**src/rtl/blink_pkg.sv**
```systemverilog
// Shared definitions for the blink protocol: the blinker counter width
// shared with the blinker, the monitor state encoding and the period helper.
package blink_pkg;

  localparam int unsigned CBITS_DEF = 8;

  typedef enum logic [1:0] {
    IDLE   = 2'd0,
    SYNC   = 2'd1,
    LOCKED = 2'd2,
    ERR    = 2'd3
  } blink_state_e;

  // Expected flg-to-flg distance for a blinker with a cbits-wide counter.
  function automatic int unsigned blink_period(input int unsigned cbits);
    return 32'd1 << cbits;
  endfunction

endpackage

```
**src/rtl/blink_gap_ctr.sv**
```systemverilog
// Saturating flg-to-flg gap counter with period capture.
// sat_o strobes in the cycle the counter steps into its maximum, so a
// timeout is flagged once and the counter then holds until the next clear.
module blink_gap_ctr
  import blink_pkg::*;
#(
  parameter int unsigned CBITS = CBITS_DEF
) (
  input  logic           clk,
  input  logic           rst,
  input  logic           clr_i,
  input  logic           cap_i,
  output logic [CBITS:0] gap_o,
  output logic           sat_o,
  output logic [CBITS:0] period_o
);

  localparam logic [CBITS:0] GMAX = '1;
  localparam logic [CBITS:0] ONE  = (CBITS+1)'(1);

  logic [CBITS:0] gap_q, gap_d;
  logic [CBITS:0] period_q, period_d;
  logic [CBITS:0] gap_inc;

  // Next gap value, next captured period and the saturation strobe.
  always_comb begin
    gap_inc  = (gap_q == GMAX) ? GMAX : gap_q + ONE;
    gap_d    = clr_i ? '0 : gap_inc;
    period_d = cap_i ? gap_inc : period_q;
    sat_o    = !clr_i && (gap_q == GMAX - ONE);
  end

  // Gap and period registers.
  always_ff @(posedge clk or posedge rst) begin
    if (rst) begin
      gap_q    <= '0;
      period_q <= '0;
    end else begin
      gap_q    <= gap_d;
      period_q <= period_d;
    end
  end

  assign gap_o    = gap_q;
  assign period_o = period_q;

endmodule

```
**src/rtl/blink_monitor.sv**
```systemverilog
// Receive-side checker for the blink protocol: measures the flg period,
// checks led toggle placement and reports lock / error status.
// Build option: BLINK_MON_STICKY_ERR_EN makes ERR absorbing until rst.
module blink_monitor
  import blink_pkg::*;
#(
  parameter int unsigned CBITS    = CBITS_DEF,
  parameter int unsigned LOCK_CNT = 2
) (
  input  logic           clk,
  input  logic           rst,
  input  logic           flg_i,
  input  logic           led_i,
  output logic           locked,
  output logic           err,
  output logic           err_pulse,
  output logic [CBITS:0] period
);

  localparam logic [CBITS:0] PM1       = (CBITS+1)'(blink_period(CBITS) - 1);
  localparam logic [3:0]     LOCK_LAST = 4'(LOCK_CNT - 1);

  blink_state_e   state_q, state_d;
  logic [3:0]     good_q, good_d;
  logic           led_q, flg_q;
  logic           pulse_d;
  logic           locked_q, err_q, pulse_q;
  logic [CBITS:0] gap;
  logic           sat;
  logic           per_good, bad_per, led_bad;

  blink_gap_ctr #(
    .CBITS (CBITS)
  ) u_gap (
    .clk      (clk),
    .rst      (rst),
    .clr_i    (flg_i),
    .cap_i    (flg_i && (state_q != IDLE)),
    .gap_o    (gap),
    .sat_o    (sat),
    .period_o (period)
  );

  // Next state, good-period count and violation strobe.
  always_comb begin
    state_d  = state_q;
    good_d   = good_q;
    pulse_d  = 1'b0;
    per_good = (gap == PM1);
    bad_per  = flg_i && !per_good;
    // A led change is legal only right after flg; right after flg it is mandatory.
    led_bad  = ((led_i != led_q) != flg_q);
    unique case (state_q)
      IDLE: begin
        if (flg_i) begin
          state_d = SYNC;
          good_d  = '0;
        end
      end
      SYNC: begin
        if (flg_i) begin
          if (per_good) begin
            good_d = good_q + 4'd1;
            if (good_q == LOCK_LAST) state_d = LOCKED;
          end else begin
            good_d  = '0;
            pulse_d = 1'b1;
          end
        end else if (sat) begin
          state_d = IDLE;
          pulse_d = 1'b1;
        end
      end
      LOCKED: begin
        if (bad_per || led_bad || sat) begin
          state_d = ERR;
          pulse_d = 1'b1;
        end
      end
      ERR: begin
`ifdef BLINK_MON_STICKY_ERR_EN
        pulse_d = bad_per || sat;
`else
        if (flg_i) begin
          state_d = SYNC;
          good_d  = '0;
        end
`endif
      end
      default: state_d = IDLE;
    endcase
  end

  // State, history and registered status outputs.
  always_ff @(posedge clk or posedge rst) begin
    if (rst) begin
      state_q  <= IDLE;
      good_q   <= '0;
      led_q    <= 1'b0;
      flg_q    <= 1'b0;
      locked_q <= 1'b0;
      err_q    <= 1'b0;
      pulse_q  <= 1'b0;
    end else begin
      state_q  <= state_d;
      good_q   <= good_d;
      led_q    <= led_i;
      flg_q    <= flg_i;
      locked_q <= (state_d == LOCKED);
      err_q    <= (state_d == ERR);
      pulse_q  <= pulse_d;
    end
  end

  assign locked    = locked_q;
  assign err       = err_q;
  assign err_pulse = pulse_q;

endmodule
```
**config.mk**
```make
export PLATFORM = sky130hd
export DESIGN_NAME = blink_monitor
export DESIGN_NICKNAME = d
export VERILOG_FILES = /design/src/rtl/blink_pkg.sv /design/src/rtl/blink_gap_ctr.sv /design/src/rtl/blink_monitor.sv
export SDC_FILE = /design/constraint.sdc
export NUM_CORES = 1
export LEC_CHECK = 0
export BUFFER_PORTS_ARGS = -buffer_cell sky130_fd_sc_hd__buf_2
export CAP_MARGIN = 30
export CORE_MARGIN = 2
export CORE_UTILIZATION = 25
export CTS_CLUSTER_SIZE = 14
export DETAILED_ROUTE_END_ITERATION = 8
export HOLD_SLACK_MARGIN = 0.12
export MAX_ROUTING_LAYER = met4
export PLACE_DENSITY_LB_ADDON = 0.2
export RECOVER_POWER = 100
export SLEW_MARGIN = 20
export SYNTH_ARGS = -nofsm -noshare
export SYNTH_HDL_FRONTEND = slang
export SYNTH_SLANG_ARGS = --single-unit
```
**constraint.sdc**
```tcl
create_clock -name clk -period 5.08 [get_ports clk]
set_clock_uncertainty 0.15 [all_clocks]
set_input_delay 0.762 -clock clk [delete_from_list [all_inputs] [get_ports clk]]
set_output_delay 0.762 -clock clk [all_outputs]
set_load 0.02 [all_outputs]
```
After elaboration in Yosys (flattened, before gate mapping)
Cells that the tools add are included.
W data, S select, Z words.

storage, ports and cells
  bits of input ports = 4
  register bits = 29

cells by class
  equal/unequal tests = 13
  multiplexer cells = 18
  reductions and logical operators = 12
  $add $sub $neg = 2

operator list
  kind                   number
  $eq A9 B9 Y1 const B   2
  $mux W9                2
  $mux W2                6
  $mux W4                3
  $add A9 B1 Y9 const B  1
  $eq A9 B8 Y1 const B   1
  $eq A2 B2 Y1 const B   4
  $pmux W4 S2            1
  $pmux W2 S3            1
  $add A4 B1 Y4 const B  1
  $eq A4 B1 Y1 const B   1
  $mux W1                4
  $reduce_bool A2 Y1     2
  $logic_and A1 B1 Y1    3
  $reduce_and A3 Y1      1
  $eq A2 B1 Y1 const B   1
  $logic_not A1 Y1       2
  $logic_not A2 Y1       1
  $logic_or A1 B1 Y1     2
  $ne A1 B1 Y1           2
  $ne A2 B1 Y1 const B   1
  $ne A2 B2 Y1 const B   1
  $pmux W1 S2            1
  $reduce_or A2 Y1       1

Logic depth before layout (Yosys ltp)
Gate-level depths: netlist (run 1).

  depth in word-level cells = 8
  gate-level depth with buffers = 6

Hierarchy
Synthesis (run 1) repeated with hierarchy kept, for this count alone.

second synthesis, totals
  cell total of the unflattened synthesis = 147
  area total of the unflattened synthesis = 1508.9 µm²

by module, submodules not included
  module         instances  cells an instance  area each (µm²)
  blink_gap_ctr  1          76                 805.8
  blink_monitor  1          71                 703.2

Worst setup path before layout (run 1)
Ideal clock, no wire load.

  path kind = input -> register
  start = input flg_i
  end = register locked_q (netlist: locked)
  slack = 2.959 ns
  path buffers = 0
  stages on the path = 4
  arrival time = 1.851 ns
  path through = or2b_2 -> or4_1 -> a41o_1 -> and3b_1

between the ends
  word-level cells in the longest chain between the ends = 6
  elaborated cells between the ends (all ways) = 11
  those cells by class = 1 x eq/ne; 5 x mux; 5 x reduce/logical

ends and longest elaborated chain
  what                                                       line                                      RTL
  start, declared                                            blink_monitor.sv:12                       input logic flg_i,
  $logic_not A1 Y1 or $logic_and A1 B1 Y1 (tied branches)    blink_gap_ctr.sv:30, blink_monitor.sv:50
  $logic_and A1 B1 Y1 or $logic_or A1 B1 Y1 (tied branches)  blink_gap_ctr.sv:30, blink_monitor.sv:75
  $mux W2 or $logic_or A1 B1 Y1 (tied branches)              blink_monitor.sv:69, blink_monitor.sv:75
  $mux W2, on equally long branches                          blink_monitor.sv:61, blink_monitor.sv:75
  $pmux W2 S3 *                                              blink_monitor.sv:53                       unique case (state_q)
  $eq A2 B2 Y1 *                                             blink_monitor.sv:109                      locked_q <= (state_d == LOCKED);
  end signal, assigned                                       blink_monitor.sv:109
  end, declared                                              blink_monitor.sv:27                       logic locked_q, err_q, pulse_q;

Mark *: on every way between the ends. The rest lies on a longest branch, timed or not.
A chain may end at the register's enable or synchronous reset.

Worst setup path in the final report (run 1)
  start = input flg_i
  end = register good_q[2]

between the ends
  word-level cells in the longest chain between the ends = 2
  elaborated cells between the ends (all ways) = 3
  those cells by class = 2 x eq/ne; 1 x reduce/logical

ends and longest elaborated chain
  what                                                           line                  RTL
  $ne A2 B2 Y1 (no source line) or $ne A2 B1 Y1 (tied branches)  -
  $reduce_and A3 Y1 (no source line) *                           -
  end signal, assigned                                           blink_monitor.sv:106  good_q <= good_d;
  end, declared                                                  blink_monitor.sv:24   logic [3:0] good_q, good_d;

Marks and branches as above.

==> summary.txt, run 1 <==
Critical path
  – Worst Path Buf+Inv: 2
  – Reg2Reg Depth: 6
  – WP data arrival: 2.34 ns
  – CP Launch Type: input pin
  – Critical path class: in -> reg
  – Top Family by Delay on Critical Path: buffers and inverters
  – FF-to-FF setup slack: 2.92 ns
  – Crit-path cells: clkbuf_1 -> inv_1 -> a211o_1 -> or3_1 -> o22ai_1
  – Reg-to-reg startpoint: state_q[0]$_DFF_PP0_
  – Worst-path fanout max: 15
  – Req. time, crit path: 5.13 ns
  – CP max stage delay: 0.48 ns
  – Crit path capture type: flip-flop
  – CP max stage cell: clkbuf_1
  – Reg-to-Reg End: locked$_DFF_PP0_
  – WP depth: 5

Logic synthesis
  – Yosys top cell by area: dfrtp_1
  – Part of the Yosys area used for sequential elements: 0.4987
  – Unique masters post-synth: 42
  – Synth Net Count: 155
  – Compound-gate portion of the synthesized area: 0.1513
  – Syn_area_per_cell: 10.18 µm²
  – #FFs+latches synth: 29
  – Post-Synth XOR/XNOR Area: 0.03439
  – Share of the synthesized area in the top cell type: 0.4987
  – Most used DFF post-synth: dfrtp_1
  – Synthesized area: 1455 µm²
  – Fraction of registers with async set/reset: 1.000
  – Mapped Cells: 143
  – Post-synthesis adder-cell area fraction: 0.06879
  – Main combinational cell family by area after synthesis: simple AND/OR/NAND/NOR gates
  – Post-synth EDFFs: 0
  – Simple-gate area share of the yosys netlist: 0.1926
  – Mux cell area share after synthesis: 0.01548
  – Synth top area cells: dfrtp_1 50%, ha_1 6.9%, nand2_1 3.6%
  – Syn. warnings: 0

Clock network
  – Reg clk slew, reported paths: 0.06 ns
  – Number of hold buffers added after cts: 0
  – Clock Tree Buf Depth: 2
  – CTS buffer count: 5
  – Postcts setup bufs: 0
  – Root buffer cell: clkbuf_8
  – H-tree Lvls: 2
  – Worst-Skew Late Latency: 0.28 ns
  – # clock sinks: 29
  – Post_cts resized: 0
  – CTS tree: yes

STA
  – FMAX: 435.8 MHz
  – Final Hold Fails: 0
  – Min Clock Period, post-route: 2.295 ns
  – RSZ-0062 raised after global routing: false
  – Total Neg Setup Slack: 0 ns
  – Final setup fails: 0
  – Count of pins over their slew limit: 30
  – Final setup margin: 2.785 ns
  – Slew @ Worst Pin: 1.570 ns
  – Period utilization: 0.4517
  – Relative slew slack: -0.04647

Routing
  – Post-detailed-route count of antenna-violating nets: 0
  – Final WL: 3034 µm
  – Iteration-0 DRC Markers: 68
  – DR pass1 iterations: 4
  – WL/cell: 12.86 µm
  – Vias/cell: 4.750
  – Post-route DRC: 0
  – DR vias: 1121

Placement
  – Dpl ws: 2.670 ns
  – Port bufs: 15
  – Routability-driven placement congestion ratio: 0.7858
  – HPWL Detailed: 2175 µm

Finish
  – ANT cells: 0
  – Layout fillers: 613
  – Layout area overhead: 16.08%
  – Share of layout cells above drive strength 1: 0.1159
  – Post-layout net count: 175

Floorplanning
  – Die area: 6446 µm²
  – Die W: 80.29 µm
  – Initial Util: 0.2611
  – # IOs: 16
  – Core area: 5574 µm²
  – Rows: 27
  – Die H: 80.29 µm

GRT
  – Largest net degree at the start of global routing: 30
  – First-pass GRT wire length: 5209 µm
  – Remaining global-route overflow: 0
  – GRT Util Overall: 0.1080
  – Antenna violations before repair: 0
  – Vias in the first global route: 1143

Pwr
  – PD cells: 437.3 nW/µm²
  – Peak supply drop: 0.0001265 V
  – LEAKAGE: 0.7516 nW

Worst hold path
  – Hold path endpoint: u_gap.period_o[7]$_DFFE_PP0P_
  – Worst hold stages: 2
  – Worst min-delay path category: reg -> reg
  – Min-delay src: u_gap.period_o[7]$_DFFE_PP0P_

Outcome
  – Failing checks: capacitance limit, slew limit
  – Status: complete, but fails checks

Flow run
  – Maxcap violations: 1
[through the flow]
stage / hold WS [ns] / cells / area (µm²) / utilization / total power [mW]
after floorplan: 0.3438 / 143 / 1455 / - / 0.4730
after global placement: 0.3099 / 228 / 1609 / 0.2887 / 0.5337
after detailed placement: 0.3195 / 228 / 1609 / 0.2887 / 0.5376
after CTS: 0.3348 / 236 / 1710 / 0.3068 / 0.7552
after global routing: 0.3635 / 236 / 1689 / 0.3030 / 0.7944
final: 0.3324 / 236 / 1689 / 0.3030 / 0.7386
[layout make-up]
| type | count | area, µm² | area share |
|---|---|---|---|
| inverters | 10 | 37.54 | 0.02222 |
| clock buffers | 7 | 96.34 | 0.05704 |
| well taps | 72 | 90.09 | 0.05333 |
| repair buffers | 16 | 61.31 | 0.03630 |
| flip-flops and latches | 29 | 725.7 | 0.4296 |
| multi-input cells | 101 | 673.1 | 0.3985 |
| clock inverters | 1 | 5.005 | 0.002963 |
[sequential cells by signal (all words and copies together), names as in the netlist, 2 cells and up]
register / flops
u_gap.period_o: 9
u_gap.gap_o: 9
good_q: 4
state_q: 2
[Yosys cell counts (4+ instances only)]
master / number
dfrtp_1: 29
o21ai_0: 8
nor3_1: 4
a31oi_1: 4
a21oi_1: 7
nand2_1: 14
inv_1: 10
nand3_1: 6
nor2_1: 14
ha_1: 8
[per-layer routing]
layer / GRT usage / up-vias / part of all wire
met5: - / - / 0
met4: 0.04576 / 0 / 0.019
met3: 0.02921 / 8 / 0.045
met2: 0.1808 / 24 / 0.50
met1: 0.1214 / 544 / 0.44
li1: - / 545 / -
[where the power goes]
part           total, mW  internal, mW  switching (mW)
registers          0.284         0.261          0.0225
logic              0.246        0.0963           0.149
clock network      0.209         0.122          0.0866
[kinds of logic after synthesis]
| kind of cell | count (synthesis) |
|---|---|
| AOI/OAI and AO/OA | 33 |
| xor gates and xnor gates | 4 |
| adders and majority gates | 8 |
| buffers and inverters | 13 |
| DFF | 29 |
| muxes | 2 |
| and+or+nand+nor | 54 |
[placed cells by master, fill, tap and decap left out, types with 2 or more instances in the layout]
cell	n
a211o_1	2
a21oi_1	7
a31oi_1	4
clkbuf_1	15
clkbuf_8	7
dfrtp_1	29
ha_1	8
inv_1	10
mux2_2	2
nand2_1	14
nand3_1	6
nor2_1	14
nor3_1	4
o21ai_0	8
or2_2	2
or2b_2	2
or3_1	2
xor2_1	2
[worst max-delay path by stage]
stage,start,end,slack (ns)
global route,flg_i,good_q[2]$_DFFE_PP0P_,2.54
floorplan,flg_i,locked$_DFF_PP0_,2.96
global placement,flg_i,locked$_DFF_PP0_,2.70
CTS,u_gap.gap_o[0]$_DFF_PP0_,good_q[0]$_DFFE_PP0P_,2.89
detailed placement,flg_i,locked$_DFF_PP0_,2.67
finish,flg_i,good_q[2]$_DFFE_PP0P_,2.79
[worst reg2reg max path, stage by stage (launching register included)]
cell and delay [ns]:
dfrtp_1 0.45, inv_1 0.11, ha_1 0.31, inv_1 0.07, or4_1 0.52, a41o_1 0.27
and3b_1 0.18
(Power assumes the default switching activity.)
==> run 2: changes to the inputs <==
Settings changed: ABC_AREA set to 1.
Clock period 5.08 ns to 2.3 ns, I/O delays scaled along.
==> run 2 against run 1 <==
The run now ends clean. Critical endpoint is now locked$_DFF_PP0_. Global-route usage decreased by 0.48 points. Setup slack got worse by 2.4 ns. Worst hold slack got worse by 0.0025 ns. First-iteration DRC count decreased by 59%. Clock power increased by 96%. Highest routed layer unchanged.
==> summary.txt, run 2 <==
Outcome
  – Status: complete, no violations (was complete, but fails checks)

Clock network
  – Reg clk slew, reported paths: 0.07 ns (was 0.06 ns)
  – Clock Tree Buf Depth: 2 (unchanged)
  – CTS buffer count: 5 (unchanged)
  – H-tree Lvls: 2 (unchanged)
  – Worst-Skew Late Latency: 0.28 ns (about the same)
  – Post_cts resized: 0 (unchanged)
  – # clock sinks: 29 (unchanged)
  – CTS tree: yes (unchanged)
  – Root buffer cell: clkbuf_8 (unchanged)

Pwr
  – PD cells: 932.9 nW/µm² (was 437.3 nW/µm²)
  – LEAKAGE: 0.8581 nW (was 0.7516 nW)
  – Peak supply drop: 0.0002793 V (was 0.0001265 V)

GRT
  – Remaining global-route overflow: 0 (unchanged)
  – First-pass GRT wire length: 5057 µm (was 5209 µm)
  – Antenna violations before repair: 0 (unchanged)
  – GRT Util Overall: 0.1031 (was 0.1080)
  – Vias in the first global route: 1134 (was 1143)
  – Largest net degree at the start of global routing: 30 (unchanged)

Critical path
  – Worst-path fanout max: 5 (was 15)
  – Req. time, crit path: 2.37 ns (was 5.13 ns)
  – CP max stage cell: dfrtp_1 (was clkbuf_1)
  – CP max stage delay: 0.41 ns (was 0.48 ns)
  – Critical path class: reg -> reg (was in -> reg)
  – CP Launch Type: flip-flop (was input pin)
  – Crit-path cells: ha_1 -> nand2_2 -> nor2_1 -> nand3_4 -> nand2_1 -> nand3_2 -> nand2_1 -> nand2_2 -> nand2_1 -> nand2_2 -> nor2_2 (was clkbuf_1 -> inv_1 -> a211o_1 -> or3_1 -> o22ai_1)
  – Crit path capture type: flip-flop (unchanged)
  – WP data arrival: 2.01 ns (was 2.34 ns)

STA
  – RSZ-0062 raised after global routing: false (unchanged)
  – FMAX: 514.7 MHz
  – Count of pins over their slew limit: 0 (was 30)
  – Slew @ Worst Pin: 0.7778 ns (was 1.570 ns)
  – Relative slew slack: 0.4815 (was -0.04647)
  – Min Clock Period, post-route: 1.943 ns
  – Total Neg Setup Slack: 0 ns (unchanged)
  – Period utilization: 0.8448
  – Final setup margin: 0.3569 ns (was 2.785 ns)
  – Final setup fails: 0 (unchanged)
  – Final Hold Fails: 0 (unchanged)

Finish
  – ANT cells: 0 (unchanged)
  – Share of layout cells above drive strength 1: 0.1368 (was 0.1159)
  – Most frequent cells in the layout: 34 x nand2_1, 29 x dfrtp_1, 23 x inv_1 (was 29 x dfrtp_1, 15 x clkbuf_1, 14 x nor2_1, 14 x nand2_1, 10 x inv_1)
  – Cell Count, Final, Fillers Out: 265 (was 236)
  – Post-layout net count: 201 (was 175)
  – Commonest non-fill, non-tap cell in the layout: nand2_1 (was dfrtp_1)
  – Design Area, Final: 1734 µm² (was 1689 µm²)
  – Layout area overhead: 15.40% (was 16.08%)
  – Layout fillers: 650 (was 613)

Floorplanning
  – Core area: 5851 µm² (was 5574 µm²)
  – Die area: 6647 µm² (was 6446 µm²)
  – Die W: 81.53 µm (was 80.29 µm)
  – Initial Util: 0.2568 (was 0.2611)
  – Rows: 28 (was 27)
  – # IOs: 16 (unchanged)
  – Die H: 81.53 µm (was 80.29 µm)

Logic synthesis
  – Top-count cell post-synth: nand2_1 (was dfrtp_1)
  – Part of the Yosys area used for sequential elements: 0.4829 (was 0.4987)
  – Share of the synthesized area in the top cell type: 0.4829 (was 0.4987)
  – Fraction of registers with async set/reset: 1.000 (unchanged)
  – Synthesized area: 1503 µm² (was 1455 µm²)
  – #FFs+latches synth: 29 (unchanged)
  – Commonest cells in the netlist: 31 x nand2_1, 29 x dfrtp_1, 22 x inv_1 (was 29 x dfrtp_1, 14 x nand2_1, 14 x nor2_1)
  – Most used DFF post-synth: dfrtp_1 (unchanged)
  – Unique masters post-synth: 32 (was 42)
  – Syn. warnings: 0 (unchanged)
  – Yosys top cell by area: dfrtp_1 (unchanged)
  – Syn_area_per_cell: 9.107 µm² (was 10.18 µm²)
  – Mapped Cells: 165 (was 143)
  – Synth top area cells: dfrtp_1 48%, nand2_1 7.7%, ha_1 6.7% (was dfrtp_1 50%, ha_1 6.9%, nand2_1 3.6%)
  – Post-synth EDFFs: 0 (unchanged)
  – Synth Net Count: 177 (was 155)

Routing
  – Final WL: 2947 µm (was 3034 µm)
  – Post-detailed-route count of antenna-violating nets: 0 (unchanged)
  – Vias/cell: 4.238 (was 4.750)
  – DR vias: 1123 (was 1121)
  – Iteration-0 DRC Markers: 28 (was 68)
  – Post-route DRC: 0 (unchanged)
  – WL/cell: 11.12 µm (was 12.86 µm)
  – DR pass1 iterations: 4 (unchanged)

Flow run
  – Maxcap violations: 0 (was 1)

Placement
  – Routability-driven placement congestion ratio: 0.7960 (was 0.7858)
  – HPWL Detailed: 2114 µm (was 2175 µm)
  – Dpl ws: 0.4758 ns (was 2.670 ns)
  – Port bufs: 15 (unchanged)
  – Dpl cell area: 1670 µm² (was 1609 µm²)
  – Placed insts: 255 (was 228)

Worst hold path
  – Worst min-delay path category: reg -> reg (unchanged)
run 2: final timing paths:
path | from | to | slack [ns] | cells past startpoint
worst max-delay path | u_gap.gap_o[0]$_DFF_PP0_ | locked$_DFF_PP0_ | 0.36 | 11
worst min-delay path | u_gap.period_o[6]$_DFFE_PP0P_ | u_gap.period_o[6]$_DFFE_PP0P_ | 0.33 | 2
worst max register to register | u_gap.gap_o[0]$_DFF_PP0_ | locked$_DFF_PP0_ | 0.36 | 11
worst min register to register | u_gap.period_o[6]$_DFFE_PP0P_ | u_gap.period_o[6]$_DFFE_PP0P_ | 0.33 | 2
max in group asynchronous | rst | good_q[2]$_DFFE_PP0P_ | 0.84 | 4
min in group asynchronous | rst | state_q[1]$_DFF_PP0_ | 0.67 | 4
run 2: what timing repair did:
action,CTS,global route
endpoints found under the hold margin,30,0
hold buffers,2,0
setup buffers,0,0
run 2: cell families (layout without fill, tap and decap cells):
kind of cell	Yosys count	after routing	synth area share
multiplexers	1	1	0.006661
flip-flops	29	29	0.4829
AO/OA/AOI/OAI	20	20	0.08076
AND/OR/NAND/NOR	74	74	0.2565
buffers and inverters	29	54	0.08326
XOR/XNOR	4	4	0.02332
adder cells (fa/ha/maj)	8	8	0.06661
run 2: power by group:
part           switching (mW)  leakage, nW  internal, mW
Sequential             0.0468        0.382         0.590
Combinational           0.386        0.432         0.186
Clock                   0.199       0.0450         0.209
Total                   0.633        0.858         0.985
run 2: final cells by class:
| class | count | area (µm²) | share of cell area |
|---|---|---|---|
| tap | 75 | 93.84 | 0.05411 |
| timing repair buffer | 19 | 86.33 | 0.04978 |
| clock buffer | 6 | 72.57 | 0.04185 |
| inverter | 27 | 108.9 | 0.06277 |
| multi-input combinational | 107 | 636.9 | 0.3672 |
| clock inverter | 2 | 10.01 | 0.005772 |
| sequential | 29 | 725.7 | 0.4185 |
run 2: layer usage:
| layer | vias up | global-route usage | share of wire |
|---|---|---|---|
| met4 | 0 | 0.04068 | 0.016 |
| met1 | 531 | 0.1219 | 0.49 |
| met3 | 6 | 0.03077 | 0.036 |
| met5 | - | - | 0 |
| li1 | 575 | - | - |
| met2 | 11 | 0.1648 | 0.46 |
run 2: worst max-delay path, delay by kind of cell (launching register included):
kind | cells | cell delay (ns)
adder cells (fa/ha/maj) | 1 | 0.23
flip-flops | 1 | 0.41
AND/OR/NAND/NOR | 10 | 1.09
run 2: metrics by stage:
stage | hold slack [ns] | power (mW) | util
after global placement | 0.2989 | 1.251 | 0.2855
final | 0.3298 | 1.618 | 0.2964
after global routing | 0.3588 | 1.749 | 0.2964
after CTS | 0.1921 | 1.686 | 0.3030
after floorplan | 0.2264 | 1.101 | -
after detailed placement | 0.3007 | 1.258 | 0.2855
